===== src/rtl/apb_cmd_master.sv =====
// APB3 initiator: turns a valid/ready command stream into single APB transfers, one at a time.
// Define APB_MASTER_TIMEOUT_EN to abort ACCESS phases that wait longer than TIMEOUT_CYCLES.
module apb_cmd_master #(
  parameter int unsigned ADDR_W         = 32,
  parameter int unsigned DATA_W         = 32,
  parameter int unsigned TIMEOUT_CYCLES = 255
) (
  input  logic              clk,
  input  logic              reset,
  input  logic              cmd_valid,
  output logic              cmd_ready,
  input  logic              cmd_write,
  input  logic [ADDR_W-1:0] cmd_addr,
  input  logic [DATA_W-1:0] cmd_wdata,
  output logic              rsp_valid,
  input  logic              rsp_ready,
  output logic [DATA_W-1:0] rsp_rdata,
  output logic              rsp_err,
  output logic              rsp_timeout,
  output logic              psel,
  output logic              penable,
  output logic [ADDR_W-1:0] paddr,
  output logic              pwrite,
  output logic [DATA_W-1:0] pwdata,
  input  logic [DATA_W-1:0] prdata,
  input  logic              pready,
  input  logic              pslverr
);

  typedef enum logic [1:0] {StIdle, StSetup, StAccess, StResp} state_e;

  state_e state;

`ifdef APB_MASTER_TIMEOUT_EN
  localparam int unsigned CntW = $clog2(TIMEOUT_CYCLES + 1);
  logic [CntW-1:0] tmo_cnt;
`endif

  // Only unregistered output: new commands are taken only in IDLE and never during reset.
  assign cmd_ready = (state == StIdle) && !reset;

  always_ff @(posedge clk) begin
    if (reset) begin
      state       <= StIdle;
      rsp_valid   <= 1'b0;
      rsp_rdata   <= '0;
      rsp_err     <= 1'b0;
      rsp_timeout <= 1'b0;
      psel        <= 1'b0;
      penable     <= 1'b0;
      paddr       <= '0;
      pwrite      <= 1'b0;
      pwdata      <= '0;
`ifdef APB_MASTER_TIMEOUT_EN
      tmo_cnt     <= '0;
`endif
    end else begin
      unique case (state)
        StIdle: begin
          if (cmd_valid) begin
            paddr  <= cmd_addr;
            pwrite <= cmd_write;
            pwdata <= cmd_wdata;
            psel   <= 1'b1;
            state  <= StSetup;
          end
        end
        StSetup: begin
          penable <= 1'b1;
          state   <= StAccess;
`ifdef APB_MASTER_TIMEOUT_EN
          tmo_cnt <= '0;
`endif
        end
        StAccess: begin
          // pready wins over a timeout that would expire in the same cycle.
          if (pready) begin
            rsp_rdata   <= pwrite ? '0 : prdata;
            rsp_err     <= pslverr;
            rsp_timeout <= 1'b0;
            psel        <= 1'b0;
            penable     <= 1'b0;
            rsp_valid   <= 1'b1;
            state       <= StResp;
          end
`ifdef APB_MASTER_TIMEOUT_EN
          else if (tmo_cnt == CntW'(TIMEOUT_CYCLES - 1)) begin
            rsp_rdata   <= '0;
            rsp_err     <= 1'b1;
            rsp_timeout <= 1'b1;
            psel        <= 1'b0;
            penable     <= 1'b0;
            rsp_valid   <= 1'b1;
            state       <= StResp;
          end else begin
            tmo_cnt <= tmo_cnt + 1'b1;
          end
`endif
        end
        StResp: begin
          if (rsp_ready) begin
            rsp_valid <= 1'b0;
            state     <= StIdle;
          end
        end
        default: state <= StIdle;
      endcase
    end
  end

endmodule


===== config.mk =====
export PLATFORM = sky130hd
export DESIGN_NAME = apb_cmd_master
export DESIGN_NICKNAME = d
export VERILOG_FILES = /design/src/rtl/apb_cmd_master.sv
export SDC_FILE = /design/constraint.sdc
export NUM_CORES = 1
export LEC_CHECK = 0
export BUFFER_PORTS_ARGS = -buffer_cell sky130_fd_sc_hd__buf_2
export CORE_UTILIZATION = 42
export CTS_BUF_LIST = sky130_fd_sc_hd__clkbuf_4 sky130_fd_sc_hd__clkbuf_8
export CTS_CLUSTER_DIAMETER = 60
export DETAILED_ROUTE_END_ITERATION = 16
export HOLD_SLACK_MARGIN = 0.02
export PLACE_DENSITY_LB_ADDON = 0.08
export SETUP_SLACK_MARGIN = 0.2
export SLEW_MARGIN = 40
export SYNTH_ARGS = -nofsm -noshare
export SYNTH_HDL_FRONTEND = slang
export SYNTH_SLANG_ARGS = --single-unit

===== constraint.sdc =====
create_clock -name clk -period 1.4 [get_ports clk]
set_input_delay 0.07 -clock clk [delete_from_list [all_inputs] [get_ports clk]]
set_output_delay 0.07 -clock clk [all_outputs]
set_load 0.02 [all_outputs]

# Word-level counts from Yosys, hierarchy flattened
# Cells that the tools add are included.
# Widths: inputs -> output; s select.
[word_totals] output_inout_bits=103 inputBits=103 wordCells=39 ff_bits=103
[op_classes] n_eq_ne=6 n_reduce_logical=12 n_mux=12
[op_table] operator="$mux 32" count=1
[op_table] operator="$reduce_and 3->1" count=3
[op_table] operator="$pmux 2 s4" count=1
[op_table] operator="$mux 2" count=3
[op_table] operator="$ne 2x2->1 const B" count=3
[op_table] operator="$pmux 1 s2" count=3
[op_table] operator="$reduce_and 2->1" count=3
[op_table] operator="$reduce_bool 2->1" count=3
[op_table] operator="$eq 2x2->1 const B" count=2
[op_table] operator="$mux 1" count=4
[op_table] operator="$eq 2x1->1 const B" count=1
[op_table] operator="$logic_not 2->1" count=1
[op_table] operator="$logic_and 1x1->1" count=1
[op_table] operator="$logic_not 1->1" count=1

# Depth between registers and ports, before layout
[logic_depth] depth_word=3 mapped_depth=7

# Worst setup path before layout
# OpenSTA, ideal clock, no wires.
[synth_path] kind="reg-to-reg" startpoint="register state[0]" endpoint="register state[0]" arrival_ps=1394 stages_incl_launch_ff=6 required_ps=1284 path_buffers=0 setup_ps=116 setup_slack_ps=-110 cell_sequence="dfxtp_1 > inv_1 > ha_1 > nor2b_4 > or4_1 > o211a_1"
[synth_between] elab_chain_cells=3 word_cells_on_any_way=9 cone_classes="eq/ne: 6; mux: 1; reduce/logical: 2"
[synth_rtl] element="start: declaration" line="32" text="state_e state;"
[synth_rtl] element="start signal: assignment" line="44" text="state <= StIdle;"
[synth_rtl] element="start signal: assignment" line="65" text="state <= StSetup;"
[synth_rtl] element="start signal: assignment" line="70" text="state <= StAccess;"
[synth_rtl] element="$eq 2x2->1 / $logic_not 2->1 (equally long branches)" line="58" text="unique case (state)"
[synth_rtl] element="$ne 2x2->1 (no line)"
[synth_rtl] element="$reduce_and 3->1 (no line)"
# Several ways; a longest one is shown, not always the timed one.
# A chain may end at the register's enable or synchronous reset.

# Final worst setup path
[layout_path] startpoint="register state[0]" endpoint="register pwdata[17]"
[layout_between] elab_chain_cells=2
[layout_rtl] element="$logic_not 2->1" line="58"
[layout_rtl] element="$reduce_and 2->1 (no line)"
[layout_rtl] element="end signal: assignment" line="63" text="pwdata <= cmd_wdata;"
[layout_rtl] element="end: declaration" line="24" text="output logic [DATA_W-1:0] pwdata,"
# No other way between the ends.

==> flow_summary.toml <==
[synthesis]
synth_area_leaders = "dfxtp_1 (52%), nand2_1 (16%), a21oi_1 (12%)"
synth_top_area_frac = 0.524
syn_nets = 583
yosysSeqAreaShare = 0.524
syn_area_um2 = 3940
synth_warnings = 0
ys_ff_latch = 103
synth_area_per_cell_um2 = 8.30
synthDistinctLibCells = 28
netlist_instances = 474
synth_top_cell_by_area = "dfxtp_1"

[job]
max-cap-violations = 0

[finish]
nNetsFinal = 901
fin_area_um2 = 7440
n_antenna_cell = 0
drive_gt1_frac = 0.497
syn2layout_area_growth_pct = 89.0
fin_cells = 905

[routing]
drtIter0Drc = 194
num_vias = 4782
drc = 0
wl_per_cell_um = 17.5
routed_wirelength_um = 15900
drt-vias-per-instance = 5.28
final_antenna_net_count = 0
dr.pass1.iters = 4

[status]
violations = "setup timing"
status = "finished, violations left"

[grt]
grt_first_pass_wirelength_um = 21000
grt_pass1_vias = 4434
antenna_found_initial = 0
overflow = 0
grt_use_total = 0.270
grt_max_degree = 42

[sta]
slew_violations = 0
fmax_ghz = 0.684
final.period_utilization = 1.04
tns_ps = -339
period_minus_slack_ps = 1460
fin_skew_ps = 18.2
finalHoldViolCount = 0
setup_viol = 22
fin_ws_ps = -62.2
rsz0062_at_grt = "yes"

[worst_setup_path]
arrival_ps = 1750
worstSetupPathType = "register to register"
path_max_fanout = 8
crit_path_start_kind = "register"
critPathCaptureType = "register"
critical_path_required_ps = 1690

[die]
ioPinCount = 206
die_w_um = 98.8
die_area_um2 = 9760
floorplan.initialDensity = 0.443
core-area_um2 = 8890
rows = 34
dieHeight_um = 98.8

[pwr]
p_seq_frac = 0.356
power.density_nw_per_um2 = 1410
p_leak_nw = 3.37
switching_share = 0.375
peakVddDrop_uv = 847
switchingPower_mw = 3.94
internal_power_mw = 6.56
clkPwrFrac = 0.192
combPwrFrac = 0.452

[clock_tree]
clk_pin_slew_ps = 100
cts_buffers = 9
cts_root_buffer = "clkbuf_8"
clkLatencyLatePin_ps = 370
cts_buffer_depth = 2
tritoncts = "yes"
cts.htree.levels = 3
cts_sinks = 103

[place]
port_buffers = 204
placed_area_um2 = 5150
dp_cells = 767
hpwl_um = 7460
globalplace.congestion = 0.798

[worst_hold_path]
hold_class = "primary input to register"
-- power by group through the flow --
stage | combinational [mW] | clock (mW) | sequential (mW)
3_3_place_gp | 2.95 | 0 | 3.71
6_report | 4.75 | 2.02 | 3.74
4_1_cts | 3.72 | 2.03 | 3.67
2_1_floorplan | 1.39 | 0 | 4.31
5_1_grt | 5.04 | 2.15 | 3.79
3_5_place_dp | 2.99 | 0 | 3.74
-- cell type report --
type                       count  area, µm²
fill                         475       1460
multi-input combinational    328       2260
inverter                       3       16.3
clock inverter                 5       62.6
tap                          108        135
clock buffer                  11        151
timing repair buffer         347       2740
sequential                   103       2070
-- layer usage --
metal	global-route usage	wire length, µm	up-vias
met5	0	0	-
met4	0.144	685	0
li1	-	-	2223
met1	0.314	6090	2279
met3	0.0461	947	64
met2	0.473	8130	216
-- metrics by stage --
| stage | setup slack [ps] | power, mW | hold slack (ps) | utilization |
|---|---|---|---|---|
| floorplan | 24.1 | 5.70 | 206 | - |
| global placement | 10.9 | 6.65 | 310 | 0.579 |
| detailed placement | -42.8 | 6.73 | 316 | 0.579 |
| CTS | -15.2 | 9.43 | 42.5 | 0.743 |
| global route | -118 | 11.0 | 90.1 | 0.836 |
| finish | -62.2 | 10.5 | 58.9 | 0.836 |
-- placed cells by master (no fill, tap or decap), types with 2 or more instances in the layout --
master / netlist / routed
buf_2: 17 / 202
nand2_1: 169 / 105
dfxtp_1: 103 / 100
dlygate4sd3_1: 0 / 98
a21oi_2: 0 / 51
a21oi_1: 98 / 47
nand2_4: 0 / 40
nand4b_1: 32 / 32
nand2_2: 0 / 23
buf_4: 1 / 13
buf_12: 0 / 12
clkbuf_8: 0 / 11
buf_6: 6 / 10
buf_16: 0 / 5
clkbuf_16: 0 / 5
ha_1: 6 / 3
inv_4: 0 / 2
nor2b_4: 1 / 2
nor2b_1: 3 / 2
o211a_1: 2 / 2
nor2_1: 3 / 2
nand3_1: 2 / 2
ha_4: 0 / 2
inv_6: 0 / 2
clkinvlp_4: 0 / 2
buf_8: 0 / 2
dfxtp_4: 0 / 2
-- worst max-delay path, stage by stage (launching register included) --
cell	delay [ps]
dfxtp_2	350
inv_4	80
ha_4	150
buf_6	100
and2_4	200
buf_6	150
buf_16	130
nand2_1	70
a21oi_1	160
-- timing repair --
item,in CTS,in global routing
buffers inserted,6,7
setup endpoints to repair,105,105
endpoints found under the hold margin,98,0
cloned,5,6
gates resized for setup,29,167
pin swaps,1,52
hold buffers,98,0
-- kinds of logic (layout without fill, tap and decap cells) --
group / Yosys count / in the layout / share of synthesized area
compound gates: 105 / 105 / 0.139
fa+ha+maj: 6 / 6 / 0.0191
other cells: 1 / 1 / 0.000953
mux: 2 / 2 / 0.00541
simple gates: 214 / 214 / 0.252
buf+inv: 43 / 366 / 0.0588
flops: 103 / 103 / 0.524
-- cells in the mapped netlist --
library cell  number
mux2i_1            1
buf_6              6
conb_1             1
clkbuf_1          15
inv_1              3
a21oi_1           98
nor2b_1            3
and2_1             1
buf_1              1
or4_1              1
nand4b_1          32
ha_1               6
nor3_1             1
nand2_1          169
a32oi_1            1
nor2_1             3
buf_2             17
nand3_1            2
or2_1              1
buf_4              1
o21a_1             1
o211a_1            2
a211oi_1           1
nor2b_4            1
mux2_2             1
o21bai_1           1
dfxtp_1          103
a31oi_1            1
-- sequential cells by signal (all words and copies together) (netlist names), 2 cells and up --
signal / cells
paddr: 32
rsp_rdata: 32
pwdata: 32
state: 2
-- final timing paths --
| path | start | endpoint | slack (ps) | depth (start not counted) |
|---|---|---|---|---|
| setup / recovery | state[0] | pwdata[17] | -60 | 8 |
| hold / removal | rsp_ready | rsp_valid | 60 | 4 |
| setup reg to reg | state[0] | pwdata[17] | -60 | 8 |
| hold reg to reg | pwdata[5] | pwdata[5] | 460 | 2 |
(Power assumes the default switching activity.)
